<file path="src/rtl/fetch_prefetch_queue_if.sv">
`default_nettype none
// +----------------------------------------------------------------------------+
// | Module   : fetch_prefetch_queue_if                                         |
// | Purpose  : Instruction-memory and decode handshake bundle for the fetch    |
// |            prefetch queue. master = fetch side, slave = memory/decode side.|
// | Revision : 1.0                                                             |
// +----------------------------------------------------------------------------+
interface fetch_prefetch_queue_if #(
    parameter int XLEN = 32
) ();
    logic            imem_req_valid;
    logic            imem_req_ready;
    logic [XLEN-1:0] imem_req_addr;
    logic            imem_resp_valid;
    logic [XLEN-1:0] imem_resp_data;
    logic            instr_valid;
    logic            instr_ready;
    logic [XLEN-1:0] instr;
    logic [XLEN-1:0] instr_pc;

    modport master (
        output imem_req_valid, imem_req_addr, instr_valid, instr, instr_pc,
        input  imem_req_ready, imem_resp_valid, imem_resp_data, instr_ready
    );

    modport slave (
        input  imem_req_valid, imem_req_addr, instr_valid, instr, instr_pc,
        output imem_req_ready, imem_resp_valid, imem_resp_data, instr_ready
    );
endinterface
`default_nettype wire

</file>
<file path="src/rtl/fetch_prefetch_queue.sv">
`default_nettype none
// +----------------------------------------------------------------------------+
// | Module   : fetch_prefetch_queue                                            |
// | Purpose  : In-order instruction prefetch queue with credit-based fetch,    |
// |            back-pressure and redirect flush with stale-response dropping.  |
// |            Optional macro FETCH_MISALIGN_CHECK_EN flags misaligned targets.|
// | Revision : 1.0                                                             |
// +----------------------------------------------------------------------------+
module fetch_prefetch_queue #(
    parameter int              XLEN     = 32,
    parameter int              DEPTH    = 4,
    parameter logic [XLEN-1:0] RESET_PC = '0
) (
    input  logic                   clock,
    input  logic                   reset,
    fetch_prefetch_queue_if.master bus,
    input  logic                   set_PC,
    input  logic [XLEN-1:0]        new_PC,
    output logic [$clog2(DEPTH):0] occupancy
`ifdef FETCH_MISALIGN_CHECK_EN
    ,
    output logic                   instr_misaligned
`endif
);
    localparam int                c_AW      = $clog2(DEPTH);
    localparam int                c_CW      = c_AW + 1;
    localparam int                c_SW      = c_CW + 1;
    localparam logic [c_SW-1:0]   c_DEPTH_S = c_SW'(DEPTH);
    localparam logic [c_CW-1:0]   c_FULL    = c_CW'(DEPTH);

    logic [XLEN-1:0] r_fetch_pc;
    logic [XLEN-1:0] r_q_data [DEPTH];
    logic [XLEN-1:0] r_q_pc   [DEPTH];
    logic [XLEN-1:0] r_t_pc   [DEPTH];
    logic [c_AW-1:0] r_q_rd, r_q_wr, r_t_rd, r_t_wr;
    logic [c_CW-1:0] r_q_cnt, r_out, r_drop;
`ifdef FETCH_MISALIGN_CHECK_EN
    logic            r_q_mis [DEPTH];
    logic            r_halt;
    logic            w_target_mis;
`endif

    logic [c_SW-1:0] w_sum;
    logic            w_halt;
    logic            w_req_valid, w_req_fire, w_resp, w_drop_resp, w_push, w_pop;
    logic [XLEN-1:0] w_target;

`ifdef FETCH_MISALIGN_CHECK_EN
    assign w_halt       = r_halt;
    assign w_target     = new_PC;
    assign w_target_mis = (new_PC[1:0] != 2'b00);
`else
    assign w_halt       = 1'b0;
    assign w_target     = new_PC & ~XLEN'(3);
`endif

    // Credit covers both queued entries and every in-flight request, stale or not.
    assign w_sum       = {1'b0, r_q_cnt} + {1'b0, r_out};
    assign w_req_valid = reset & ~set_PC & ~w_halt & (w_sum < c_DEPTH_S);
    assign w_req_fire  = w_req_valid & bus.imem_req_ready;
    assign w_resp      = bus.imem_resp_valid;
    assign w_drop_resp = w_resp & (r_drop != '0);
    assign w_push      = w_resp & (r_drop == '0) & ~set_PC;
    assign w_pop       = (r_q_cnt != '0) & bus.instr_ready & ~set_PC;

    assign bus.imem_req_valid = w_req_valid;
    assign bus.imem_req_addr  = r_fetch_pc;
    assign bus.instr_valid    = (r_q_cnt != '0);
    assign bus.instr          = r_q_data[r_q_rd];
    assign bus.instr_pc       = r_q_pc[r_q_rd];
    assign occupancy          = r_q_cnt;
`ifdef FETCH_MISALIGN_CHECK_EN
    assign instr_misaligned   = (r_q_cnt != '0) & r_q_mis[r_q_rd];
`endif

    always_ff @(posedge clock or negedge reset) begin
        if (!reset) begin
            r_fetch_pc <= RESET_PC;
            r_q_rd     <= '0;
            r_q_wr     <= '0;
            r_t_rd     <= '0;
            r_t_wr     <= '0;
            r_q_cnt    <= '0;
            r_out      <= '0;
            r_drop     <= '0;
`ifdef FETCH_MISALIGN_CHECK_EN
            r_halt     <= 1'b0;
`endif
            for (int i = 0; i < DEPTH; i++) begin
                r_q_data[i] <= '0;
                r_q_pc[i]   <= '0;
                r_t_pc[i]   <= '0;
`ifdef FETCH_MISALIGN_CHECK_EN
                r_q_mis[i]  <= 1'b0;
`endif
            end
        end else begin
            r_out <= r_out + c_CW'(w_req_fire) - c_CW'(w_resp);
            if (set_PC) begin
                // Everything still in flight after this edge belongs to the old path.
                r_fetch_pc <= w_target;
                r_drop     <= r_out - c_CW'(w_resp);
                r_q_rd     <= '0;
                r_t_rd     <= '0;
                r_t_wr     <= '0;
`ifdef FETCH_MISALIGN_CHECK_EN
                r_halt     <= w_target_mis;
                if (w_target_mis) begin
                    r_q_data[0] <= XLEN'(32'h0000_0013);
                    r_q_pc[0]   <= new_PC;
                    r_q_mis[0]  <= 1'b1;
                    r_q_wr      <= c_AW'(1);
                    r_q_cnt     <= c_CW'(1);
                end else begin
                    r_q_wr  <= '0;
                    r_q_cnt <= '0;
                end
`else
                r_q_wr     <= '0;
                r_q_cnt    <= '0;
`endif
            end else begin
                if (w_req_fire) begin
                    r_fetch_pc     <= r_fetch_pc + XLEN'(4);
                    r_t_pc[r_t_wr] <= r_fetch_pc;
                    r_t_wr         <= r_t_wr + c_AW'(1);
                end
                if (w_drop_resp) begin
                    r_drop <= r_drop - c_CW'(1);
                end
                if (w_push) begin
                    r_q_data[r_q_wr] <= bus.imem_resp_data;
                    r_q_pc[r_q_wr]   <= r_t_pc[r_t_rd];
`ifdef FETCH_MISALIGN_CHECK_EN
                    r_q_mis[r_q_wr]  <= 1'b0;
`endif
                    r_q_wr           <= r_q_wr + c_AW'(1);
                    r_t_rd           <= r_t_rd + c_AW'(1);
                end
                if (w_pop) begin
                    r_q_rd <= r_q_rd + c_AW'(1);
                end
                r_q_cnt <= r_q_cnt + c_CW'(w_push) - c_CW'(w_pop);
            end
        end
    end

`ifndef SYNTHESIS
    always @(posedge clock) begin
        if (reset) begin
            assert (!(w_push && !w_pop && (r_q_cnt == c_FULL)));
        end
    end
`endif
endmodule
`default_nettype wire
</file>
<file path="src/flat_wrapper.sv">
// flat-port wrapper written by rule: the top's interface ports become plain ports
module fetch_prefetch_queue_flat 
#(
    parameter int              XLEN     = 32,
    parameter int              DEPTH    = 4,
    parameter logic [XLEN-1:0] RESET_PC = '0
)
  (clock, reset, set_PC, new_PC, occupancy, bus_imem_req_valid, bus_imem_req_addr, bus_instr_valid, bus_instr, bus_instr_pc, bus_imem_req_ready, bus_imem_resp_valid, bus_imem_resp_data, bus_instr_ready);
  fetch_prefetch_queue_if #(.XLEN(XLEN)) bus_i ();
  input  logic clock;
  input  logic reset;
  input  logic set_PC;
  input  logic [XLEN-1:0] new_PC;
  output logic [$clog2(DEPTH):0] occupancy;
  output wire logic [$bits(bus_i.imem_req_valid)-1:0] bus_imem_req_valid;
  output wire logic [$bits(bus_i.imem_req_addr)-1:0] bus_imem_req_addr;
  output wire logic [$bits(bus_i.instr_valid)-1:0] bus_instr_valid;
  output wire logic [$bits(bus_i.instr)-1:0] bus_instr;
  output wire logic [$bits(bus_i.instr_pc)-1:0] bus_instr_pc;
  input wire logic [$bits(bus_i.imem_req_ready)-1:0] bus_imem_req_ready;
  input wire logic [$bits(bus_i.imem_resp_valid)-1:0] bus_imem_resp_valid;
  input wire logic [$bits(bus_i.imem_resp_data)-1:0] bus_imem_resp_data;
  input wire logic [$bits(bus_i.instr_ready)-1:0] bus_instr_ready;
  assign bus_imem_req_valid = bus_i.imem_req_valid;
  assign bus_imem_req_addr = bus_i.imem_req_addr;
  assign bus_instr_valid = bus_i.instr_valid;
  assign bus_instr = bus_i.instr;
  assign bus_instr_pc = bus_i.instr_pc;
  assign bus_i.imem_req_ready = bus_imem_req_ready;
  assign bus_i.imem_resp_valid = bus_imem_resp_valid;
  assign bus_i.imem_resp_data = bus_imem_resp_data;
  assign bus_i.instr_ready = bus_instr_ready;
  fetch_prefetch_queue #(.XLEN(XLEN), .DEPTH(DEPTH), .RESET_PC(RESET_PC)) u_core (.clock(clock), .reset(reset), .bus(bus_i), .set_PC(set_PC), .new_PC(new_PC), .occupancy(occupancy));
endmodule
</file>
<file path="config.mk">
export PLATFORM = sky130hd
export DESIGN_NAME = fetch_prefetch_queue_flat
export DESIGN_NICKNAME = d
export VERILOG_FILES = /design/src/rtl/fetch_prefetch_queue_if.sv /design/src/rtl/fetch_prefetch_queue.sv /design/src/flat_wrapper.sv
export SDC_FILE = /design/constraint.sdc
export NUM_CORES = 1
export LEC_CHECK = 0
export ABC_AREA = 1
export CAP_MARGIN = 30
export CORE_MARGIN = 10
export CORE_UTILIZATION = 30
export DETAILED_ROUTE_END_ITERATION = 12
export SLEW_MARGIN = 20
export SYNTH_ARGS = -nofsm -noshare
export SYNTH_HDL_FRONTEND = slang
export SYNTH_SLANG_ARGS = --single-unit
</file>
<file path="constraint.sdc">
create_clock -name clock -period 3.1 [get_ports clock]
set_clock_uncertainty 0.2 [all_clocks]
set_input_delay 0.93 -clock clock [delete_from_list [all_inputs] [get_ports clock]]
set_output_delay 0.93 -clock clock [all_outputs]
set_load 0.1 [all_outputs]
</file>
==> results.cfg, run 1 <==
[global_route]
grt_pass1_vias = 16720
grt_pass1_wl_um = 93850
grt_overflow = 0
grt_max_degree = 136
antenna_found_initial = 0
track_usage = 0.1553

[final_layout]
multi_input_area_um2 = 8140
diodes = 0
post-route-util = 0.3962
num-fill-cells = 6285
nets = 2629
syn_to_final_growth_pct = 30.53
drive_gt1_frac = 0.1460
regArea_um2 = 10400

[detailed_routing]
wl_per_cell_um = 17.46
vias = 16990
drt_wl_total_um = 59740
drt_iter0_markers = 1466
drt-pass1-iter-count = 5
drc = 0
via_per_inst = 4.966
ant_nets = 0

[place]
gp_congestion = 0.9230
hpwl_um = 36570
port_buffers = 164

[power_and_ir_drop]
power_density_nw_per_um2 = 1096
p_sw_mw = 12.65
pwr-share-clk = 0.209
p_total_mw = 27.39
comb_power_share = 0.527
internal_power_mw = 14.74
p_sw_frac = 0.4617
power_frac_seq = 0.264
peakVddDrop_mv = 0.6907
p_leak_nw = 12.11

[sta]
setup_ws_ps = -75.30
min_period_over_period = 1.024
grt_setup_unrepaired = yes
report.final.slew_viol_count = 0
slew_headroom = 0.4371
setup_violations = 61
clock.fmax_mhz = 314.9
period_needed_ps = 3175
worst_slew_pin_slew_ps = 844.3
finalHoldViolCount = 0
finalSetupTns_ps = -2480

[synthesis]
syn_avg_cell_area_um2 = 8.034
synth_top_area_frac = 0.5424
synth_ff_type = dfrtp_1
syn_area_um2 = 19150
yosysSeqAreaShare = 0.5424
ys_async_sr_fraction = 1.000
yosysUniqueCellTypes = 31
synth_warnings = 0
synth_cells = 2383
synth_area_leaders = dfrtp_1, nand2_1, o21ai_0
yosysTopAreaCell = dfrtp_1
synth-seq-cells = 415
synth_edf_count = 0

[worst_setup_path]
r2r_slack_ps = 490
worstReg2RegEnd = u_core.r_out[2]$_DFF_PN0_
worstRegToRegCells = 12
cp_max_fo = 9
arrival_ps = 2050
start_kind = flop
r2r_start = u_core.occupancy[2]$_DFF_PN0_
endpoint = bus_instr_pc[13]
startpoint = u_core.r_q_rd[0]$_DFFE_PN0P_
path_class = reg2out
cp_data_required_time_ps = 1970
worstSetupEndpointType = output port

[clock_tree]
clock_sinks = 415
clock_latency_ps = 580
cts_tree = yes
cts_made_buffers = 47
path_clk_slew_ps = 60
root_buffer = clkbuf_16
clockBufferDepth = 3
ctsHoldBuffers = 0
htreeDepth = 2

[floorplanning]
die_h_um = 272.6
num_rows = 92
die_area_um2 = 74320
io_pins = 171
design.core.area_um2 = 63080
die_x_um = 272.6
start_util = 0.3035

[run_status]
status = finished with violations
violations = setup timing

[flow_run]
drv_cap = 0

[min_path]
hold_class = reg2reg
min-delay-start = u_core.r_q_pc[51]$_DFFE_PN0P_
-- worst min-delay path by stage --
stage                                           end  slack, ps  depth (start not counted)
floorplan             u_core.r_q_pc[34]$_DFFE_PN0P_        240                          2
global placement      u_core.r_q_pc[61]$_DFFE_PN0P_        260                          2
detailed placement    u_core.r_q_pc[80]$_DFFE_PN0P_        260                          2
CTS                 u_core.r_q_data[59]$_DFFE_PN0P_        280                          2
global route         u_core.r_q_pc[107]$_DFFE_PN0P_        290                          2
finish                u_core.r_q_pc[51]$_DFFE_PN0P_        270                          2
-- cell usage in the layout (no fill, tap or decap), types with 13 or more instances in the layout --
| cell | instances |
|---|---|
| dfrtp_1 | 411 |
| buf_4 | 91 |
| o21ai_1 | 178 |
| nor2_2 | 15 |
| clkbuf_16 | 50 |
| clkinv_2 | 13 |
| inv_1 | 110 |
| ha_1 | 17 |
| clkdlybuf4s50_1 | 65 |
| nand3_1 | 49 |
| o22ai_1 | 30 |
| nand2_1 | 798 |
| o21ai_0 | 274 |
| nor2_1 | 224 |
| o22ai_2 | 58 |
| buf_12 | 79 |
-- power groups by stage --
stage | sequential, mW | clock, mW | combinational, mW
after CTS | 7.20 | 5.85 | 14.3
final | 7.24 | 5.71 | 14.4
after global routing | 7.37 | 6.08 | 15.2
after floorplan | 7.70 | 0 | 8.32
after global placement | 7.21 | 0 | 13.7
after detailed placement | 7.26 | 0 | 13.8
-- final cells by class --
class	count	area share
sequential	415	0.4160
multi-input combinational	1704	0.3257
timing repair buffer	254	0.1339
clock buffer	63	0.05267
tap	846	0.04236
inverter	116	0.01842
clock inverter	23	0.01086
-- routing by layer --
metal	global-route usage	part of all wire
met1	0.2100	0.44
met2	0.2484	0.47
met3	0.02777	0.066
met4	0.04985	0.025
met5	0	0
-- critical path, stage by stage, from the launching register on --
cell,delay (ps)
dfrtp_4,560
clkinv_8,170
buf_16,160
nor2_1,60
o22ai_2,290
buf_12,220
-- per-stage QoR --
| step | area [um^2] | hold slack [ps] | cells | worst slack (ps) |
|---|---|---|---|---|
| 2_1_floorplan | 19560 | 243.7 | 2386 | -132.3 |
| 3_3_place_gp | 22850 | 255.8 | 3317 | -96.16 |
| 3_5_place_dp | 22850 | 259.7 | 3317 | -8.787 |
| 4_1_cts | 24780 | 275.3 | 3413 | -136.1 |
| 5_1_grt | 24990 | 293.7 | 3421 | -147.5 |
| 6_report | 24990 | 272.6 | 3421 | -75.30 |
-- repair_timing --
item | 4_1_cts | 5_1_grt
pin swaps | 15 | 12
resized for setup | 63 | 52
endpoints found under the setup margin | 63 | 63
cloned | 8 | 3
setup buffers | 2 | 5
-- registers in the layout, indices dropped and copies added, names as in the netlist, 3 cells and up --
register                  count
u_core.r_q_data             128
u_core.r_q_pc               120
u_core.r_t_pc               120
u_core.bus.imem_req_addr     30
u_core.occupancy              3
u_core.r_drop                 3
u_core.r_out                  3
-- Yosys cell counts (6+ instances only) --
cell type / instances
o21ai_0: 338
nor2_1: 240
o22ai_1: 92
ha_1: 19
nand3_1: 49
nand2_1: 803
clkbuf_1: 64
buf_2: 76
o21ai_1: 120
inv_1: 111
dfrtp_1: 415
xor2_1: 8
o211ai_1: 8
a21oi_1: 6
-- logic make-up after synthesis --
logic type / synth area share
buf+inv: 0.06071
compound gates: 0.1545
flops: 0.5424
other cells: 0.0001959
fa+ha+maj: 0.01451
simple gates: 0.2231
xor+xnor: 0.004575
Power figures use the tool's default switching activity.
==> run 2, diff against run 1 <==
- CORE_UTILIZATION: 30 -> 58
- PLACE_DENSITY: unset -> 0.8
- SKIP_CTS_REPAIR_TIMING: unset -> 1
==> run 2 against run 1 <==
- the run still ends with setup timing left
- global-route usage rose by 9.8 points
- non-clock buffer count is 31 lower
- highest routed layer unchanged
- critical path type unchanged
- die area down 45%
- critical path depth unchanged
- total power fell by 4.7%
- clock power decreased by 12%
- critical endpoint is now bus_instr_pc[19]
- cell area down 4.3%
- sequential power is essentially flat
==> results.cfg, run 2 (same netlist as run 1, synthesis figures left out) <==
[sta]
worst_slew_pin_slew_ps = 820.6
report.final.slew_viol_count = 0
clock.fmax_mhz = 316.6
setup_violations = 24
min_period_over_period = 1.019
setup_ws_ps = -59.04
finalSetupTns_ps = -316.3
grt_setup_unrepaired = yes
finalHoldViolCount = 0
period_needed_ps = 3159
slew_headroom = 0.4495

[worst_setup_path]
worstSetupEndpointType = output port
cp_data_required_time_ps = 1970
cpPeakStageDelay_ps = 550
start_kind = flop
path_cells = clkinv_8 > clkbuf_16 > o21ai_0 > o22ai_2 > buf_12
cp_slowest_cell = dfrtp_4
arrival_ps = 2030
cp_max_fo = 12
path_class = reg2out

[detailed_routing]
drt_iter0_markers = 1726
wl_per_cell_um = 18.43
drt-pass1-iter-count = 6
via_per_inst = 5.820
drt_wl_total_um = 54880
drc = 0
vias = 17330
ant_nets = 0

[global_route]
grt_pass1_vias = 17030
track_usage = 0.2529
grt_max_degree = 126
grt_pass1_wl_um = 86150
grt_overflow = 0
antenna_found_initial = 0

[final_layout]
diodes = 0
regMostFlops = u_core.r_q_data
num-fill-cells = 2382
final_cell_mix = nand2_1, dfrtp_1, o21ai_0
post_layout_nonfiller_instances = 2977
drive_gt1_frac = 0.1247
final_common_cell = nand2_1
nets = 2594
largest_reg_flops = 128
syn_to_final_growth_pct = 24.94
reg.largest.list = u_core.r_q_data x128, u_core.r_q_pc x120, u_core.r_t_pc x120

[clock_tree]
clock_latency_ps = 540
cts_made_buffers = 43
clockBufferDepth = 3
htreeDepth = 2
cts_tree = yes
clock_sinks = 415
root_buffer = clkbuf_16
path_clk_slew_ps = 60

[place]
port_buffers = 164
gp_congestion = 0.8868
placed_cells = 2891
hpwl_um = 32920

[run_status]
violations = setup timing
status = finished with violations

[floorplanning]
die_area_um2 = 40680
die_h_um = 201.7
num_rows = 66
design.core.area_um2 = 32540
io_pins = 171
die_x_um = 201.7
start_util = 0.5884

[power_and_ir_drop]
power_density_nw_per_um2 = 1092
p_leak_nw = 11.86
peakVddDrop_mv = 0.8069

[min_path]
hold_class = reg2reg

[flow_run]
drv_cap = 0
-- run 2: changes by cell type in the layout (fill, tap and decap cells not counted), moves of 8 or more --
cell     change
buf_4       -34
o21ai_0     +14
nor2_1      +10
buf_16       -9
nor2_2       -9
buf_12       +8
o21ai_1      -8
-- run 2: per-layer routing --
metal,track usage,vias up,part of all wire
met2,0.4302,835,0.49
met3,0.04145,126,0.079
met1,0.3248,8405,0.41
met5,0,-,0
met4,0.07812,0,0.029
li1,-,7959,-
-- run 2: cell type report --
type                    instances  area, um^2  share of cell area
clock buffers                  66        1325             0.05539
clock inverters                11       60.06            0.002511
inverters                     116       459.2             0.01920
multi-input cells            1704        8025              0.3355
flip-flops and latches        415       10400              0.4346
well taps                     442       553.0             0.02312
repair buffers                223        3102              0.1297
-- run 2: path summary, 6_finish.rpt --
check	cells after the start	slack [ps]	to	from
min reg2reg	2	280	u_core.r_q_pc[56]$_DFFE_PN0P_	u_core.r_q_pc[56]$_DFFE_PN0P_
min in group asynchronous	2	320	u_core.r_q_data[28]$_DFFE_PN0P_	reset
max	5	-60	bus_instr_pc[19]	u_core.r_q_rd[0]$_DFFE_PN0P_
max in group asynchronous	3	1220	u_core.r_t_pc[58]$_DFFE_PN0P_	reset
max reg2reg	11	600	u_core.r_out[2]$_DFF_PN0_	u_core.occupancy[1]$_DFF_PN0_
min	2	280	u_core.r_q_pc[56]$_DFFE_PN0P_	u_core.r_q_pc[56]$_DFFE_PN0P_
-- run 2: per-stage QoR --
| stage | power (mW) | worst slack [ps] | hold slack (ps) | area [um^2] | util |
|---|---|---|---|---|---|
| after floorplan | 16.02 | -132.3 | 243.7 | 19560 | - |
| after global placement | 20.42 | -41.81 | 256.2 | 22250 | 0.6838 |
| after detailed placement | 20.65 | -57.32 | 259.9 | 22250 | 0.6838 |
| after CTS | 25.72 | -116.6 | 276.2 | 23630 | 0.7264 |
| after global routing | 27.16 | -123.1 | 301.2 | 23920 | 0.7352 |
| final | 26.11 | -59.04 | 277.7 | 23920 | 0.7352 |
-- run 2: power by group --
group | internal [mW] | total, mW | switching, mW
clock network | 2.94 | 5.04 | 2.10
registers | 6.51 | 7.25 | 0.736
logic | 4.48 | 13.8 | 9.34
total | 13.9 | 26.1 | 12.2
-- run 2: critical path: cells and delay by family, from the launching register on --
kind            cells  cell delay [ps]
buf+inv             3              570
compound gates      2              370
flops               1              550
==> run 3, diff against run 2 <==
- clock period: 3.1 -> 3.4 ns (I/O delays scaled with it)
==> run 3 against run 2 <==
- the flow now finishes without violations
- setup slack gained 63 ps
- clock power about the same
- sequential share of layout area grew 0.18 points
- final cell count shrank 0.34%
- non-clock buffer count down 11
- total power fell by 8.2%
- critical path depth decreased by 1
- cell area fell by 0.47%
- wire length fell by 2.2%
- flip-flop and latch count unchanged
- critical path type unchanged
==> results.cfg, run 3 (same netlist as run 1, synthesis figures left out) <==
[run_status]
status = finished, final reports clean

[worst_setup_path]
cp_max_fo = 63
arrival_ps = 2180
start_kind = flop
path_class = reg2out
cp_data_required_time_ps = 2180
worstSetupEndpointType = output port

[min_path]
hold_class = reg2reg

[sta]
slew_headroom = 0.4422
worst_slew_pin_slew_ps = 836.6
grt_setup_unrepaired = yes
finalHoldViolCount = 0
report.final.slew_viol_count = 0
period_needed_ps = 3396
clock.fmax_mhz = 294.5
setup_violations = 0
min_period_over_period = 0.9987
setup_ws_ps = 4.292

[clock_tree]
cts_tree = yes
cts_made_buffers = 43
clock_sinks = 415
root_buffer = clkbuf_16
htreeDepth = 2
clockBufferDepth = 3
clock_latency_ps = 540
path_clk_slew_ps = 60

[floorplanning]
io_pins = 171
die_h_um = 201.7
die_x_um = 201.7
num_rows = 66
start_util = 0.5884
design.core.area_um2 = 32540
die_area_um2 = 40680

[detailed_routing]
ant_nets = 0
wl_per_cell_um = 18.09
via_per_inst = 5.789
vias = 17180
drt_iter0_markers = 1840
drt_wl_total_um = 53670
drt-pass1-iter-count = 6
drc = 0

[final_layout]
regMostFlops = u_core.r_q_data
final_cell_mix = nand2_1, dfrtp_1, o21ai_0
final_common_cell = nand2_1
diodes = 0
post-route-util = 0.7318
syn_to_final_growth_pct = 24.36
largest_reg_flops = 128
drive_gt1_frac = 0.1208
nets = 2583
reg.largest.list = u_core.r_q_data x128, u_core.r_q_pc x120, u_core.r_t_pc x120
num-fill-cells = 2367

[global_route]
grt_overflow = 0
antenna_found_initial = 0
grt_max_degree = 161
grt_pass1_wl_um = 86850
track_usage = 0.2549
grt_pass1_vias = 17190

[power_and_ir_drop]
internal_power_mw = 12.94
pwr-share-clk = 0.211
power_frac_seq = 0.275
p_leak_nw = 11.80
p_sw_frac = 0.4604
power_density_nw_per_um2 = 1007
peakVddDrop_mv = 0.7740
comb_power_share = 0.515
p_sw_mw = 11.04

[place]
port_buffers = 164
hpwl_um = 33070
preCtsSetupSlack_ps = 148.0
gp_congestion = 0.9165

[flow_run]
drv_cap = 0
==> run 3: changes by cell type in the layout (fill, tap and decap cells not counted), moves of 3 or more <==
| cell | previous run | this run |
|---|---|---|
| nor2_2 | 6 | 0 |
| nor2_1 | 234 | 240 |
| clkbuf_1 | 9 | 3 |
| buf_12 | 87 | 84 |
| clkbuf_16 | 51 | 45 |
| o21ai_0 | 288 | 336 |
| bufinv_16 | 0 | 7 |
| o21ai_1 | 170 | 122 |
==> run 3: layout make-up <==
cell class,count,area [um^2],share of cell area
clock inverters,21,292.8,0.01230
well taps,442,553.0,0.02323
flip-flops and latches,415,10390,0.4365
repair buffers,212,2874,0.1207
multi-input cells,1704,8008,0.3363
clock buffers,57,1239,0.05202
inverters,116,451.7,0.01897
==> run 3: worst max-delay path, stage by stage (launching register included) <==
cell and delay, ps:
dfrtp_4 500, buf_16 300, o21ai_0 240, o22ai_2 340
buf_12 220
==> run 3: per-stage QoR <==
step | hold WS (ps) | std cells | TNS [ps] | cell area [um^2] | total power, mW
global route | 296.3 | 2967 | -3.163 | 23810 | 24.95
global placement | 255.9 | 2887 | 0 | 22200 | 18.61
floorplan | 243.7 | 2386 | 0 | 19550 | 14.60
finish | 274.4 | 2967 | 0 | 23810 | 23.98
CTS | 275.7 | 2965 | -3198 | 23730 | 23.93
detailed placement | 259.5 | 2887 | 0 | 22200 | 18.85
==> run 3: final timing paths <==
check,cells past startpoint,start,slack [ps],end
max reg2reg,11,u_core.occupancy[1]$_DFF_PN0_,1010,u_core.r_out[2]$_DFF_PN0_
min in group asynchronous,2,reset,380,u_core.r_q_data[81]$_DFFE_PN0P_
min reg2reg,2,u_core.r_q_pc[54]$_DFFE_PN0P_,270,u_core.r_q_pc[54]$_DFFE_PN0P_
max,4,u_core.r_q_rd[0]$_DFFE_PN0P_,4,bus_instr_pc[15]
max in group asynchronous,3,reset,1440,u_core.bus.imem_req_addr[13]$_DFFE_PN0P_
min,2,u_core.r_q_pc[54]$_DFFE_PN0P_,270,u_core.r_q_pc[54]$_DFFE_PN0P_
==> run 3: power by group through the flow <==
stage	registers [mW]	clock network (mW)	logic [mW]
6_report	6.58	5.05	12.3
5_1_grt	6.69	5.31	13.0
4_1_cts	6.55	5.09	12.3
3_5_place_dp	6.62	0	12.2
3_3_place_gp	6.57	0	12.0
2_1_floorplan	7.02	0	7.58
==> run 3: metal layers <==
layer,GRT usage,vias up,wire [um]
met5,0,-,0
met4,0.08349,0,1294
met3,0.05028,108,4204
met2,0.4280,744,26090
met1,0.3252,8385,22080
li1,-,7939,-
